$ cat config.mk
export PLATFORM = sky130hd
export DESIGN_NAME = muldiv_unit_ctrl
export DESIGN_NICKNAME = d
export VERILOG_FILES = /design/src/rtl/muldiv_unit_ctrl.sv
export SDC_FILE = /design/constraint.sdc
export NUM_CORES = 1
export LEC_CHECK = 0
export ABC_AREA = 1
export CAP_MARGIN = 20
export CORE_MARGIN = 2
export CORE_UTILIZATION = 30
export CTS_BUF_LIST = sky130_fd_sc_hd__clkbuf_8
export DETAILED_ROUTE_END_ITERATION = 10
export GPL_ROUTABILITY_DRIVEN = 0
export PLACE_DENSITY = 0.49
export SYNTH_ARGS = -nofsm -noshare
export SYNTH_HDL_FRONTEND = slang
export SYNTH_SLANG_ARGS = --single-unit
$ cat constraint.sdc
create_clock -name sys_clk -period 4.8 [get_ports sys_clk]
set_input_delay 0.48 -clock sys_clk [delete_from_list [all_inputs] [get_ports sys_clk]]
set_output_delay 0.48 -clock sys_clk [all_outputs]
set_load 0.05 [all_outputs]
$ cat src/rtl/muldiv_unit_ctrl.sv
// muldiv_unit_ctrl: iterative 32-step multiply/divide sequencer for execute.
// Optional divider datapath is compiled only when MULDIV_DIV_EN is defined.
module muldiv_unit_ctrl (
    input  logic        sys_clk,
    input  logic        rst_n,
    input  logic        req,
    input  logic [1:0]  op,
    input  logic [31:0] a,
    input  logic [31:0] b,
    input  logic        flush,
    output logic [63:0] result,
    output logic        done,
    output logic        busy,
    output logic        stall
);

    localparam int         ITER = 32;
    localparam logic [4:0] LAST = 5'(ITER - 1);

    typedef enum logic [1:0] {
        IDLE,
        CALC,
        FIX,
        DONE
    } state_e;

    state_e      state_q, state_d;
    logic [63:0] acc_q, acc_d;
    logic [31:0] opnd_q, opnd_d;
    logic [4:0]  cnt_q, cnt_d;
    logic        sgn_p_q, sgn_p_d;
    logic [63:0] res_q, res_d;

    logic        sgn_op;
    logic [31:0] a_mag;
    logic [31:0] b_mag;
    logic [32:0] mul_sum;
    logic [63:0] mul_nxt;
    logic [63:0] mul_fix;

`ifdef MULDIV_DIV_EN
    logic        is_div_q, is_div_d;
    logic        sgn_r_q, sgn_r_d;
    logic [33:0] trial;
    logic [63:0] div_nxt;
    logic [63:0] div_fix;
`endif

    assign sgn_op = ~op[0];
    assign a_mag  = (sgn_op && a[31]) ? -a : a;
    assign b_mag  = (sgn_op && b[31]) ? -b : b;

    // Multiplier LSB sits in acc[0]; add multiplicand into the high half, then shift.
    assign mul_sum = {1'b0, acc_q[63:32]} + {1'b0, (acc_q[0] ? opnd_q : 32'd0)};
    assign mul_nxt = {mul_sum, acc_q[31:1]};
    assign mul_fix = sgn_p_q ? -acc_q : acc_q;

`ifdef MULDIV_DIV_EN
    // acc holds {remainder, dividend/quotient}; shift left and trial-subtract.
    assign trial   = {1'b0, acc_q[63:31]} - {2'b00, opnd_q};
    assign div_nxt = trial[33] ? {acc_q[62:0], 1'b0}
                               : {trial[31:0], acc_q[30:0], 1'b1};
    assign div_fix = {(sgn_r_q ? -acc_q[63:32] : acc_q[63:32]),
                      (sgn_p_q ? -acc_q[31:0]  : acc_q[31:0])};
`endif

    // Next-state and datapath update for the sequencer.
    always_comb begin
        state_d = state_q;
        acc_d   = acc_q;
        opnd_d  = opnd_q;
        cnt_d   = cnt_q;
        sgn_p_d = sgn_p_q;
        res_d   = res_q;
`ifdef MULDIV_DIV_EN
        is_div_d = is_div_q;
        sgn_r_d  = sgn_r_q;
`endif
        unique case (state_q)
            IDLE: begin
                if (!flush && req) begin
                    cnt_d   = '0;
                    sgn_p_d = sgn_op & (a[31] ^ b[31]);
                    if (!op[1]) begin
                        opnd_d  = a_mag;
                        acc_d   = {32'd0, b_mag};
                        state_d = CALC;
`ifdef MULDIV_DIV_EN
                        is_div_d = 1'b0;
`endif
                    end else begin
`ifdef MULDIV_DIV_EN
                        is_div_d = 1'b1;
                        opnd_d   = b_mag;
                        sgn_r_d  = sgn_op & a[31];
                        if (b == 32'd0) begin
                            acc_d   = {a, 32'hFFFF_FFFF};
                            sgn_p_d = 1'b0;
                            sgn_r_d = 1'b0;
                            state_d = FIX;
                        end else begin
                            acc_d   = {32'd0, a_mag};
                            state_d = CALC;
                        end
`else
                        res_d   = '0;
                        state_d = DONE;
`endif
                    end
                end
            end
            CALC: begin
                if (flush || !req) begin
                    state_d = IDLE;
                end else begin
`ifdef MULDIV_DIV_EN
                    acc_d = is_div_q ? div_nxt : mul_nxt;
`else
                    acc_d = mul_nxt;
`endif
                    cnt_d = cnt_q + 5'd1;
                    if (cnt_q == LAST) begin
                        state_d = FIX;
                    end
                end
            end
            FIX: begin
                if (flush || !req) begin
                    state_d = IDLE;
                end else begin
`ifdef MULDIV_DIV_EN
                    res_d = is_div_q ? div_fix : mul_fix;
`else
                    res_d = mul_fix;
`endif
                    state_d = DONE;
                end
            end
            DONE: begin
                state_d = IDLE;
            end
            default: begin
                state_d = IDLE;
            end
        endcase
    end

    // State and datapath registers.
    always_ff @(posedge sys_clk or negedge rst_n) begin
        if (!rst_n) begin
            state_q <= IDLE;
            acc_q   <= '0;
            opnd_q  <= '0;
            cnt_q   <= '0;
            sgn_p_q <= 1'b0;
            res_q   <= '0;
`ifdef MULDIV_DIV_EN
            is_div_q <= 1'b0;
            sgn_r_q  <= 1'b0;
`endif
        end else begin
            state_q <= state_d;
            acc_q   <= acc_d;
            opnd_q  <= opnd_d;
            cnt_q   <= cnt_d;
            sgn_p_q <= sgn_p_d;
            res_q   <= res_d;
`ifdef MULDIV_DIV_EN
            is_div_q <= is_div_d;
            sgn_r_q  <= sgn_r_d;
`endif
        end
    end

    assign result = res_q;
    assign done   = (state_q == DONE);
    assign busy   = (state_q != IDLE);
    assign stall  = req && !done;

endmodule

# Word-level counts from Yosys, hierarchy flattened
# Index checks and enable logic that the tools add are counted.
word_totals:
  register_bits: 168
  output_inout_bits: 67
  input_bits: 70
  elab_cells: 64
classes:
  n_mux: 21
  bitwise: 4
  add_sub_neg: 5
  n_eq_ne: 10
  reduce_logical: 18
op_table:
  columns: ["op", "n"]
  rows:
  - ["$mux 64", 7]
  - ["$pmux 64 s2", 2]
  - ["$mux 32", 3]
  - ["$neg 32->32", 2]
  - ["$neg 64->64", 1]
  - ["$add 32x32->33", 1]
  - ["$mux 2", 5]
  - ["$mux 5", 2]
  - ["$ne 2x2->1 const B", 5]
  - ["$pmux 5 s2", 1]
  - ["$pmux 2 s4", 1]
  - ["$reduce_and 4->1", 2]
  - ["$reduce_and 3->1", 2]
  - ["$reduce_bool 2->1", 3]
  - ["$add 5x1->5 const B", 1]
  - ["$eq 5x5->1 const B", 1]
  - ["$eq 2x2->1 const B", 2]
  - ["$logic_and 1x1->1", 4]
  - ["$reduce_and 2->1", 2]
  - ["$logic_not 1->1", 3]
  - ["$ne 3x3->1 const B", 1]
  - ["$eq 2x1->1 const B", 1]
  - ["$logic_not 2->1", 1]
  - ["$not 1->1", 2]
  - ["other kinds (3)", 3]

# Logic depth before layout (Yosys ltp)
logic_depth:
  ltp_word: 6
  depth_mapped: 18
  depth_no_buf: 16

# Least setup slack after synthesis
# Ideal clock, no wire load.
synth_timing:
  kind: "register to register"
  from: "register acc_q[0]"
  to: "register acc_q[55]"
  setup_time_ps: 117
  n_path_buf: 2
  path_slack_ps: 2536
  stages_incl_launch_ff: 18
  synth_period_minus_slack_ps: 2264
  required_ps: 4683
  arrival_time_ps: 2146
  cell_sequence: "dfrtp_1 -> buf_2 -> clkbuf_1 -> nand2_1 -> inv_1 -> ha_1 -> inv_1 -> fa_1 -> inv_1 -> nand3_1 -> nand3_1 -> nand2_1 -> nand2_1 -> nand3_1 -> nand3_1 -> nand2_1 -> nand3_1 -> nand2_1"
synth_via:
  elab_chain_cells: 4
synth_lines:
  columns: ["element", "line", "text"]
  rows:
  - ["start: declaration", "28", "logic [63:0] acc_q, acc_d;"]
  - ["start signal: assignment", "152", "acc_q <= '0;"]
  - ["start signal: assignment", "163", "acc_q <= acc_d;"]
  - ["$mux 32", "54", "assign mul_sum = {1'b0, acc_q[63:32]} + {1'b0, (acc_q[0] ? opnd_q : 32'd0)};"]
  - ["$add 32x32->33", "54", null]
  - ["$mux 64", "113", "if (flush || !req) begin"]
  - ["$pmux 64 s2", "79", "unique case (state_q)"]
# Every way passes these cells. The select of a mux whose other input is x is not followed.
# A chain may end at the register's enable or synchronous reset.

# Final worst setup path
# Same ends and word-level chain as after synthesis.

==> qor.yml <==
logic_synthesis:
  yosysWarningCount: 0
  synth_seq_cells: 168
  synth_ff_type: "dfrtp_1"
  yosysSeqAreaShare_pct: 32.2
  syn_area_um2: 13100
  netlist_instances: 2078
  syn_nets: 2186
  synthArstFlopShare_pct: 100
  ys_types: 56
  syn_area_per_cell_um2: 6.28
  synth_edf_count: 0
die:
  ioPinCount: 137
  start_util_pct: 30.4
  core_area_um2: 43000
  dieHeight_um: 213
  die_area_um2: 45200
  rows: 76
  die_x_um: 213
power_and_ir_drop:
  p_per_area_nw_per_um2: 367
  power_leakage_uw: 0.00768
  fin_total_pwr_uw: 5650
  peakVddDrop_mv: 0.157
timing:
  rsz0062_at_grt: "false"
  slew_headroom_pct: 36.6
  fin_ws_ps: 1910
  min_period_ps: 2890
  max_freq_ghz: 0.346
  hold_viol_final: 2
  drv_slew: 0
  fin_setup_tns_ps: 0
  finalSetupViolations: 0
  whs_ps: -4.51
  tightest_slew_ps: 951
  skew_ps: 22.5
  min_period_over_period_pct: 60.2
placed_design:
  placed_cells: 2751
  dp_hpwl_mm: 35.7
  place_ws_ps: 1890
  place.port_buffers: 136
clocking:
  cts_tree: "built"
  numCtsBuffers: 17
  clock_latency_ps: 510
  cts_hold_buf: 0
  cts_root_buf: "clkbuf_8"
  cts_resized: 0
  cts_max_path_buffers: 2
  cts_sinks: 168
  h-tree-depth: 4
  cts_setup_buffers: 0
  clkTransAtPathRegs_ps: 110
grt:
  grt_start_max_net_pins: 89
  track_usage_pct: 20.5
  grt_pass1_vias: 12700
  grt-ovfl-total: 0
  grt_pass1_wl_mm: 71.5
  antenna_found_initial: 0
detailed_routing:
  wl_per_cell_um: 16.1
  ant_nets: 0
  via_per_inst: 4.77
  drt-total-wl_mm: 44.9
  drtPass1Iterations: 6
  first_iter_violations: 1201
  routed-via-count: 13300
  drc: 0
outcome:
  outcome: "finished, violations left"
  failed_checks: "hold timing"
setup_path:
  r2r_setup_slack_ps: 1910
  cp_max_fo: 33
  worst-endpoint-required_ps: 5200
  crit_type: "flop to flop"
  worst_setup_path_start_kind: "flop"
  reg2reg_depth: 15
  cp.arrival_ps: 3290
  endpoint_kind: "flop"
finish:
  instances_no_fill: 2783
  drive_above_1_share_pct: 5.37
  area_growth_pct: 17.9
  final_common_cell: "nand2_1"
  nNetsFinal: 2294
  layout_common_cells: "718 x nand2_1, 240 x inv_1, 230 x nor2_1"
  diodes: 0
flow_run:
  max_cap_violations: 0
hold_path:
  hp-class: "input pin to async pin"
-- where the power goes --
part	total (uW)	switching [uW]	internal, uW
registers	2080	381	1700
logic	2440	1640	805
clock network	1130	598	533
total	5650	2620	3030
-- sequential cells by signal, summed over array words and instances (netlist names) --
register,count
cnt_q,5
result,64
state_q,2
opnd_q,32
sgn_p_q,1
acc_q,64
-- final cells by class --
cell class	instances	area, um^2
Sequential cell	168	4210
Inverter	257	966
Clock inverter	13	171
Clock buffer	18	248
Tap cell	585	732
Timing Repair Buffer	145	1460
Multi-Input combinational cell	1597	7610
Fill cell	4735	27600
-- critical path, cell delays in order (launching register included) --
cell and delay [ps]:
dfrtp_1 970, nand2_1 100, inv_1 90, ha_1 150, inv_1 50, fa_1 360, inv_1 160, nand3_1 100
nand3_1 170, nand2_1 80, nand2_1 140, nand3_1 110, nand3_1 120, nand2_1 60, nand3_1 60, nand2_1 50
-- routing by layer --
metal | GRT usage [%] | vias up | share of wire (%) | wire, um
met5 | 0 | - | 0 | 0
met4 | 5.43 | 0 | 1.7 | 750
met3 | 1.83 | 43 | 4.7 | 2090
met2 | 30.5 | 361 | 42 | 18600
met1 | 31.5 | 5977 | 52 | 23400
li1 | - | 6887 | - | -
-- cells by family (layout without fill, tap and decap cells) --
logic type      after synthesis  after routing  share of synthesized area (%)
simple gates               1239           1239                           40.4
buf+inv                     313            433                           9.51
compound gates              298            298                           12.7
flops                       168            168                           32.2
fa+ha+maj                    38             38                           3.70
xor+xnor                     22             22                           1.48
-- final timing paths --
kind                             from    endpoint
max in group asynchronous       rst_n  result[25]
min                             rst_n  state_q[1]
max                          acc_q[0]   acc_q[55]
max reg2reg                  acc_q[0]   acc_q[55]
min in group sys_clk       result[53]  result[53]
min reg2reg                result[53]  result[53]
-- synth_stat cells, drive strengths merged (4+ instances only) --
library cell	number	area share (%)
nor3	25	1.0
o22ai	4	0.19
a31oi	4	0.19
nor2	254	8.2
clkbuf	16	0.46
a22oi	4	0.23
nand3	172	6.9
o211ai	7	0.40
nand4	31	1.6
dfrtp	168	32
or2	9	0.43
ha	37	3.5
inv	256	7.4
buf	40	1.7
nand3b	10	0.57
o21a	4	0.23
o21bai	5	0.37
nand2	730	21
and2	5	0.24
xor2	20	1.3
o21ai	157	6.3
a21oi	100	3.9
o31ai	5	0.29
-- metrics by stage --
| step | util [%] | area, um^2 |
|---|---|---|
| global placement | 34.8 | 15000 |
| floorplan | - | 13100 |
| CTS | 35.8 | 15400 |
| detailed placement | 34.8 | 15000 |
| finish | 35.8 | 15400 |
| global route | 35.8 | 15400 |
Note: power is estimated with default switching activity, not from simulation.
